## config.mk

```make
export PLATFORM = sky130hd
export DESIGN_NAME = mem_write_master
export DESIGN_NICKNAME = d
export VERILOG_FILES = /design/src/rtl/mem_write_master_pkg.sv /design/src/rtl/mem_write_master.sv
export SDC_FILE = /design/constraint.sdc
export NUM_CORES = 1
export LEC_CHECK = 0
export CAP_MARGIN = 10
export CORE_ASPECT_RATIO = 1.25
export CORE_MARGIN = 4
export CORE_UTILIZATION = 42
export DETAILED_ROUTE_END_ITERATION = 6
export HOLD_SLACK_MARGIN = 0.06
export PLACE_DENSITY = 0.86
export SLEW_MARGIN = 25
export SYNTH_ARGS = -nofsm -noshare
export SYNTH_HDL_FRONTEND = slang
export SYNTH_SLANG_ARGS = --single-unit
```

## constraint.sdc

```tcl
create_clock -name ACLK -period 3.95 [get_ports ACLK]
set_input_delay 0.79 -clock ACLK [delete_from_list [all_inputs] [get_ports ACLK]]
set_output_delay 0.79 -clock ACLK [all_outputs]
set_load 0.05 [all_outputs]
```

## src/rtl/mem_write_master_pkg.sv

```systemverilog
// Shared AXI encodings and FSM state type for the WR_BUF drain master.
package mem_write_master_pkg;

  localparam logic [1:0] AXI_BURST_INCR = 2'b01;
  localparam logic [1:0] AXI_RESP_OKAY  = 2'b00;

  typedef enum logic [2:0] {
    ST_IDLE,
    ST_AW,
    ST_W,
    ST_B,
    ST_DONE
  } state_e;

endpackage

```

## src/rtl/mem_write_master.sv

```systemverilog
// AXI4 write master draining WR_BUF into DRAM as INCR bursts, one burst outstanding.
// Pulses done after the final B response; wr_error records any non-OKAY BRESP.
module mem_write_master
  import mem_write_master_pkg::*;
#(
  parameter int AXI_ADDR_WIDTH = 32,
  parameter int AXI_DATA_WIDTH = 64,
  parameter int BURST_LEN      = 16,
  parameter int TX_SIZE_WIDTH  = 20
) (
  input  logic                        ACLK,
  input  logic                        ARESETN,
  input  logic                        start,
  input  logic [AXI_ADDR_WIDTH-1:0]   base_addr,
  input  logic [TX_SIZE_WIDTH-1:0]    num_beats,
  output logic                        busy,
  output logic                        done,
  output logic                        wr_error,
  input  logic                        WR_BUF_EMPTY,
  input  logic [AXI_DATA_WIDTH-1:0]   WR_BUF_DATA,
  output logic                        WR_BUF_POP,
  output logic [AXI_ADDR_WIDTH-1:0]   M_AWADDR,
  output logic [7:0]                  M_AWLEN,
  output logic [2:0]                  M_AWSIZE,
  output logic [1:0]                  M_AWBURST,
  output logic                        M_AWVALID,
  input  logic                        M_AWREADY,
  output logic [AXI_DATA_WIDTH-1:0]   M_WDATA,
  output logic [AXI_DATA_WIDTH/8-1:0] M_WSTRB,
  output logic                        M_WLAST,
  output logic                        M_WVALID,
  input  logic                        M_WREADY,
  input  logic [1:0]                  M_BRESP,
  input  logic                        M_BVALID,
  output logic                        M_BREADY
);

  localparam int BYTES      = AXI_DATA_WIDTH / 8;
  localparam int BEAT_W     = $clog2(BURST_LEN + 1);
  localparam int ADDR_SHIFT = $clog2(BYTES);
  localparam logic [2:0] AW_SIZE = 3'(ADDR_SHIFT);

  state_e                    state_q;
  logic [AXI_ADDR_WIDTH-1:0] addr_q;
  logic [TX_SIZE_WIDTH-1:0]  remaining_q;
  logic [BEAT_W-1:0]         burst_beats_q;
  logic [BEAT_W-1:0]         beat_cnt_q;
  logic                      busy_q;
  logic                      done_q;
  logic                      wr_error_q;

  logic [BEAT_W-1:0]         burst_now;
  logic                      w_hs;

  function automatic logic [BEAT_W-1:0] burst_size(input logic [TX_SIZE_WIDTH-1:0] rem);
    if (rem >= TX_SIZE_WIDTH'(BURST_LEN))
      return BEAT_W'(BURST_LEN);
    return BEAT_W'(rem);
  endfunction

  // remaining_q is frozen while in AW, so AWLEN stays stable until AWREADY.
  assign burst_now  = burst_size(remaining_q);

  assign M_AWADDR   = addr_q;
  assign M_AWLEN    = 8'(burst_now - BEAT_W'(1));
  assign M_AWSIZE   = AW_SIZE;
  assign M_AWBURST  = AXI_BURST_INCR;
  assign M_AWVALID  = (state_q == ST_AW);

  assign M_WVALID   = (state_q == ST_W) && !WR_BUF_EMPTY;
  assign M_WDATA    = WR_BUF_DATA;
  assign M_WSTRB    = '1;
  assign M_WLAST    = M_WVALID && (beat_cnt_q == burst_beats_q - BEAT_W'(1));
  assign w_hs       = M_WVALID && M_WREADY;
  assign WR_BUF_POP = w_hs;

  assign M_BREADY   = (state_q == ST_B);

  assign busy       = busy_q;
  assign done       = done_q;
  assign wr_error   = wr_error_q;

  always_ff @(posedge ACLK) begin
    if (!ARESETN) begin
      state_q       <= ST_IDLE;
      addr_q        <= '0;
      remaining_q   <= '0;
      burst_beats_q <= '0;
      beat_cnt_q    <= '0;
      busy_q        <= 1'b0;
      done_q        <= 1'b0;
      wr_error_q    <= 1'b0;
    end else begin
      done_q <= 1'b0;
      case (state_q)
        ST_IDLE: begin
          if (start) begin
            busy_q      <= 1'b1;
            wr_error_q  <= 1'b0;
            addr_q      <= base_addr;
            remaining_q <= num_beats;
            if (num_beats == '0) begin
              state_q <= ST_DONE;
              done_q  <= 1'b1;
            end else begin
              state_q <= ST_AW;
            end
          end
        end
        ST_AW: begin
          beat_cnt_q <= '0;
          if (M_AWREADY) begin
            burst_beats_q <= burst_now;
            addr_q        <= addr_q + (AXI_ADDR_WIDTH'(burst_now) << ADDR_SHIFT);
            remaining_q   <= remaining_q - TX_SIZE_WIDTH'(burst_now);
            state_q       <= ST_W;
          end
        end
        ST_W: begin
          if (w_hs) begin
            beat_cnt_q <= beat_cnt_q + BEAT_W'(1);
            if (M_WLAST)
              state_q <= ST_B;
          end
        end
        ST_B: begin
          if (M_BVALID) begin
            if (M_BRESP != AXI_RESP_OKAY)
              wr_error_q <= 1'b1;
            if (remaining_q == '0) begin
              state_q <= ST_DONE;
              done_q  <= 1'b1;
            end else begin
              state_q <= ST_AW;
            end
          end
        end
        ST_DONE: begin
          busy_q  <= 1'b0;
          state_q <= ST_IDLE;
        end
        default: state_q <= ST_IDLE;
      endcase
    end
  end

endmodule

```

==> flow_summary.ini, run 1 <==
[run_status]
outcome = finished, final reports clean

[grt]
grt_pass1_vias = 4856
gr-usage-all-layers_pct = 21.11
grt-ovfl-total = 0
antenna_found_initial = 0
grt_pass1_wl_um = 24090
grt_start_max_net_pins = 41

[pwr]
p_leak_nw = 2.282
power_density_nw_per_um2 = 644.2
ir_drop_mv = 0.3269

[cells_and_area]
final_cells = 876
mostFrequentLayoutCell = clkdlybuf4s50_1
final_area_um2 = 6151
drive_gt1_share_pct = 8.146
syn_to_final_growth_pct = 18.74
num_antenna_cells = 0
utilization_pct = 50.81
final_nets = 843
final_cell_mix = 103 x clkdlybuf4s50_1, 79 x nand2_1, 68 x dfxtp_1

[clock_network]
clkSinkCount = 68
cts_setup_buffers = 0
cts_tree = yes
cts-resized-gates = 0
max-clock-path-buffers = 2
cts_inserted_buffers = 9
clkSlewWorstSetupHoldPaths_ns = 0.06
insertion_delay_ns = 0.33
root_buffer = clkbuf_16
h-tree-depth = 3
cts_hold_buffers = 0

[detailed_routing]
wl_um = 15320
postRouteAntennaNets = 0
first_pass_iters = 5
routed_via_density = 5.824
drtIter0Drc = 307
drcViolationCount = 0
wl_per_cell_um = 17.49
dr_total_vias = 5102

[timing]
clock-skew-final_ns = 0.005852
min_period_ns = 3.787
slew_headroom_pct = 61.77
fmax_ghz = 0.2641
setup_viol = 0
period_share_pct = 95.88
holdWs_ns = 0.4535
finalHoldViolations = 0
tightest_slew_ns = 0.5703
rsz0062_at_grt = false
tns_ns = 0
slew_viol_final = 0

[die]
dieArea_um2 = 14190
ios = 250
core_um2 = 12110
die_w_um = 107.3
die_y_um = 132.2
start_util_pct = 42.79
std_cell_rows = 45

[synthesis]
postSynthCellCount = 683
avgSynthCellArea_um2 = 7.584
synthTopCellsByArea = dfxtp_1 26%, buf_4 12%, nand2_1 5.7%
synth.largest_area_cell = dfxtp_1
synth_warnings = 0
synthArstFlopShare_pct = 0
synth-main-ff-cell = dfxtp_1
synth_edf_count = 0
ys_seq_elements = 68
synth_top_area_share_pct = 26.28
syn_area_um2 = 5180
synth_seq_area_share_pct = 26.28
yosys.cell_types.count = 67

[place]
placed_area_um2 = 5862
portBuffers = 108
gp_congestion = 0.8998
hpwl_um = 11070
dp.cells = 861

[min_path]
worst_hold_path_type = register to register
hold_depth = 2

[setup_path]
crit_fanout = 9
slowest_stage = clkdlybuf4s50_1
reg2reg_depth = 11
critical_path_class = register to primary output
crit_path_start_kind = register
worst_path_largest_cell_delay_ns = 0.79
worst-endpoint-required_ns = 3.16
cp_cell_sequence = or4_1, nor2_8, nand2_1, ha_1, inv_1, clkdlybuf4s50_1
crit_path_end_kind = primary output
worstPathArrival_ns = 3.00

[flow_run]
cap_violations = 0
[worst paths after layout]
path                   from  slack [ns]            to
max          remaining_q[5]        0.16    M_AWLEN[1]
min reg2reg        wr_error        0.45      wr_error
min                wr_error        0.45      wr_error
max reg2reg  remaining_q[5]        0.49  M_AWADDR[27]
[worst max-delay path: cells and delay by family (launching register included)]
kind / cells / cell delay [ns]
flip-flops: 1 / 0.38
AND/OR/NAND/NOR: 3 / 1.12
adder cells (fa/ha/maj): 1 / 0.32
buffers and inverters: 2 / 0.84
[sequential cells by signal, indices dropped and copies added, names as in the netlist]
register / count
done: 1
remaining_q: 20
wr_error: 1
state_q: 3
burst_beats_q: 5
beat_cnt_q: 5
busy: 1
M_AWADDR: 32
[per-stage QoR]
step | worst slack, ns | power, mW
after floorplan | 0.1666 | 2.735
after global placement | 0.5344 | 3.156
after detailed placement | 0.5168 | 3.182
after CTS | 0.1448 | 3.969
after global routing | 0.04108 | 4.201
final | 0.1628 | 3.962
[kinds of logic (layout without fill, tap and decap cells)]
group / count (synthesis) / count (layout) / share of synthesized area, %
AND/OR/NAND/NOR: 274 / 274 / 28.94
AO/OA/AOI/OAI: 177 / 177 / 22.66
buffers and inverters: 134 / 151 / 16.23
flip-flops: 68 / 68 / 26.28
XOR/XNOR: 13 / 13 / 2.198
adder cells (fa/ha/maj): 10 / 10 / 2.560
multiplexers: 5 / 5 / 0.9904
other: 2 / 14 / 0.1450
[layout make-up]
cell class              count  area, um^2
fillers                  1147        5954
multi-input cells         493        3037
flip-flops and latches     68        1361
repair buffers            124        1214
clock buffers              14       284.0
well taps                 164       205.2
inverters                  12       45.04
clock inverters             1       5.005
[per-layer routing]
metal | track usage (%) | vias up | part of all wire (%)
met2 | 35.25 | 230 | 49
met4 | 10.81 | 0 | 3.8
met5 | 0 | - | 0
met1 | 25.00 | 2349 | 40
met3 | 4.998 | 60 | 7.7
li1 | - | 2463 | -
[synth_stat cells, types with 10 or more instances]
| cell | n |
|---|---|
| buf_4 | 83 |
| nand2_1 | 79 |
| dfxtp_1 | 68 |
| a21oi_1 | 46 |
| nor2_1 | 42 |
| nand3_1 | 33 |
| o21ai_0 | 27 |
| clkbuf_1 | 24 |
| a31oi_1 | 19 |
| and3_1 | 17 |
| nor3_1 | 17 |
| nor4_1 | 15 |
| nand4_1 | 12 |
| a211oi_1 | 11 |
| o31a_1 | 11 |
| inv_1 | 10 |
[where the power goes]
group	switching (mW)	total (mW)	internal, mW	leakage, nW
logic	1.35	2.10	0.756	1.58
clock network	0.294	0.783	0.489	0.145
registers	0.233	1.07	0.842	0.559
total	1.87	3.96	2.09	2.28
Note: power is estimated with default switching activity, not from simulation.
==> run 2: changes to the inputs <==
--- a/config.mk
+++ b/config.mk
@@ -11,7 +11,7 @@
 export CORE_UTILIZATION = 42
 export DETAILED_ROUTE_END_ITERATION = 6
 export HOLD_SLACK_MARGIN = 0.06
-export PLACE_DENSITY = 0.86
+export PLACE_DENSITY = 0.81
 export SLEW_MARGIN = 25
 export SYNTH_ARGS = -nofsm -noshare
 export SYNTH_HDL_FRONTEND = slang
==> run 2 against run 1 <==
- count of clock-buffer cells in the layout is 2 lower
- register-to-register slack gained 0.03 ns
- clock power fell by 1%
- global-route usage rose by 0.51 points
- power rose by 0.11%
- clock skew grew 0.0015 ns
- critical endpoint unchanged
==> flow_summary.ini, run 2 (synthesis gave the netlist of run 1 again) <==
[run_status]
outcome = finished, final reports clean

[setup_path]
slowest_stage = clkdlybuf4s50_1
crit_path_start_kind = register
worst-endpoint-required_ns = 3.16
cp_cell_sequence = or4_1, nor2_8, nand2_1, ha_1, inv_1, clkdlybuf4s50_1
worstPathArrival_ns = 3.00
critical_path_class = register to primary output
crit_fanout = 9
worst_path_largest_cell_delay_ns = 0.80
crit_path_end_kind = primary output

[timing]
rsz0062_at_grt = false
min_period_ns = 3.790
tightest_slew_ns = 0.5619
clock-skew-final_ns = 0.007324
setup_viol = 0
period_share_pct = 95.96
finalHoldViolations = 0
slew_viol_final = 0
tns_ns = 0
fmax_ghz = 0.2638
slew_headroom_pct = 62.34

[cells_and_area]
drive_gt1_share_pct = 8.287
syn_to_final_growth_pct = 18.65
num-fill-cells = 1166
mostFrequentLayoutCell = clkdlybuf4s50_1
final_nets = 844
utilization_pct = 50.77
num_antenna_cells = 0
largest_reg_flops = 32
final_area_um2 = 6146
final_cell_mix = 103 x clkdlybuf4s50_1, 79 x nand2_1, 68 x dfxtp_1
final_cells = 876

[place]
dp.cells = 862
placed_area_um2 = 5869
hpwl_um = 11020
gp_congestion = 0.8865
portBuffers = 108

[clock_network]
cts_inserted_buffers = 9
max-clock-path-buffers = 2
cts_hold_buffers = 0
cts_tree = yes
clkSlewWorstSetupHoldPaths_ns = 0.05
cts_setup_buffers = 0
root_buffer = clkbuf_16
cts-resized-gates = 0
h-tree-depth = 3
insertion_delay_ns = 0.34
clkSinkCount = 68

[pwr]
power_density_nw_per_um2 = 645.4
ir_drop_mv = 0.2985
p_leak_nw = 2.282

[grt]
antenna_found_initial = 0
grt_pass1_vias = 4876
grt-ovfl-total = 0
grt_start_max_net_pins = 52
grt_pass1_wl_um = 24670
gr-usage-all-layers_pct = 21.63

[die]
die_w_um = 107.3
start_util_pct = 42.79
ios = 250
core_um2 = 12110
dieArea_um2 = 14190
std_cell_rows = 45
die_y_um = 132.2

[detailed_routing]
wl_um = 15400
postRouteAntennaNets = 0
drtIter0Drc = 238
routed_via_density = 5.892
first_pass_iters = 5
drcViolationCount = 0
dr_total_vias = 5161
wl_per_cell_um = 17.58

[flow_run]
cap_violations = 0

[min_path]
worst_hold_path_type = register to register
==> run 2: cell types whose count changed in the layout (fill, tap and decap cells not counted) <==
| cell | delta |
|---|---|
| buf_4 | +1 |
| clkinv_2 | +1 |
| clkbuf_8 | -1 |
| clkbuf_1 | -1 |
==> run 2: final timing paths <==
kind / start / endpoint / slack (ns) / cells past startpoint
setup / recovery: remaining_q[5] / M_AWLEN[1] / 0.16 / 6
hold reg to reg: M_AWADDR[2] / M_AWADDR[2] / 0.45 / 2
setup reg to reg: remaining_q[5] / M_AWADDR[27] / 0.52 / 11
hold / removal: M_AWADDR[2] / M_AWADDR[2] / 0.45 / 2
==> run 2: cell type report <==
| cell class | instances | area (um^2) | share of cell area [%] |
|---|---|---|---|
| inverter | 12 | 45.04 | 0.7329 |
| clock inverter | 2 | 10.01 | 0.1629 |
| clock buffer | 12 | 266.5 | 4.336 |
| sequential | 68 | 1361 | 22.15 |
| multi-input combinational | 493 | 3037 | 49.41 |
| timing repair buffer | 125 | 1221 | 19.87 |
| tap | 164 | 205.2 | 3.339 |
==> run 2: power breakdown <==
part / switching, mW / leakage, nW / internal, mW
combinational: 1.36 / 1.58 / 0.763
sequential: 0.233 / 0.559 / 0.842
clock: 0.305 / 0.140 / 0.467
==> run 2: per-layer routing <==
layer | part of all wire, % | wire length, um | global-route usage, %
met1 | 41 | 6297 | 25.97
met2 | 48 | 7360 | 35.56
met3 | 7.2 | 1107 | 4.557
met4 | 4.1 | 634 | 12.14
met5 | 0 | 0 | 0
==> run 2: worst max-delay path, delay by kind of cell (launching register included) <==
kind / cells / cell delay (ns)
simple gates: 3 / 1.12
buf+inv: 2 / 0.85
flops: 1 / 0.39
fa+ha+maj: 1 / 0.30
==> run 2: stage by stage <==
stage	setup slack [ns]	total power [mW]	hold WS, ns
after floorplan	0.1666	2.735	0.4492
after global placement	0.5467	3.173	0.4391
after detailed placement	0.5089	3.194	0.4487
after CTS	0.1431	3.977	0.4565
after global routing	0.06436	4.206	0.4683
final	0.1595	3.967	0.4518
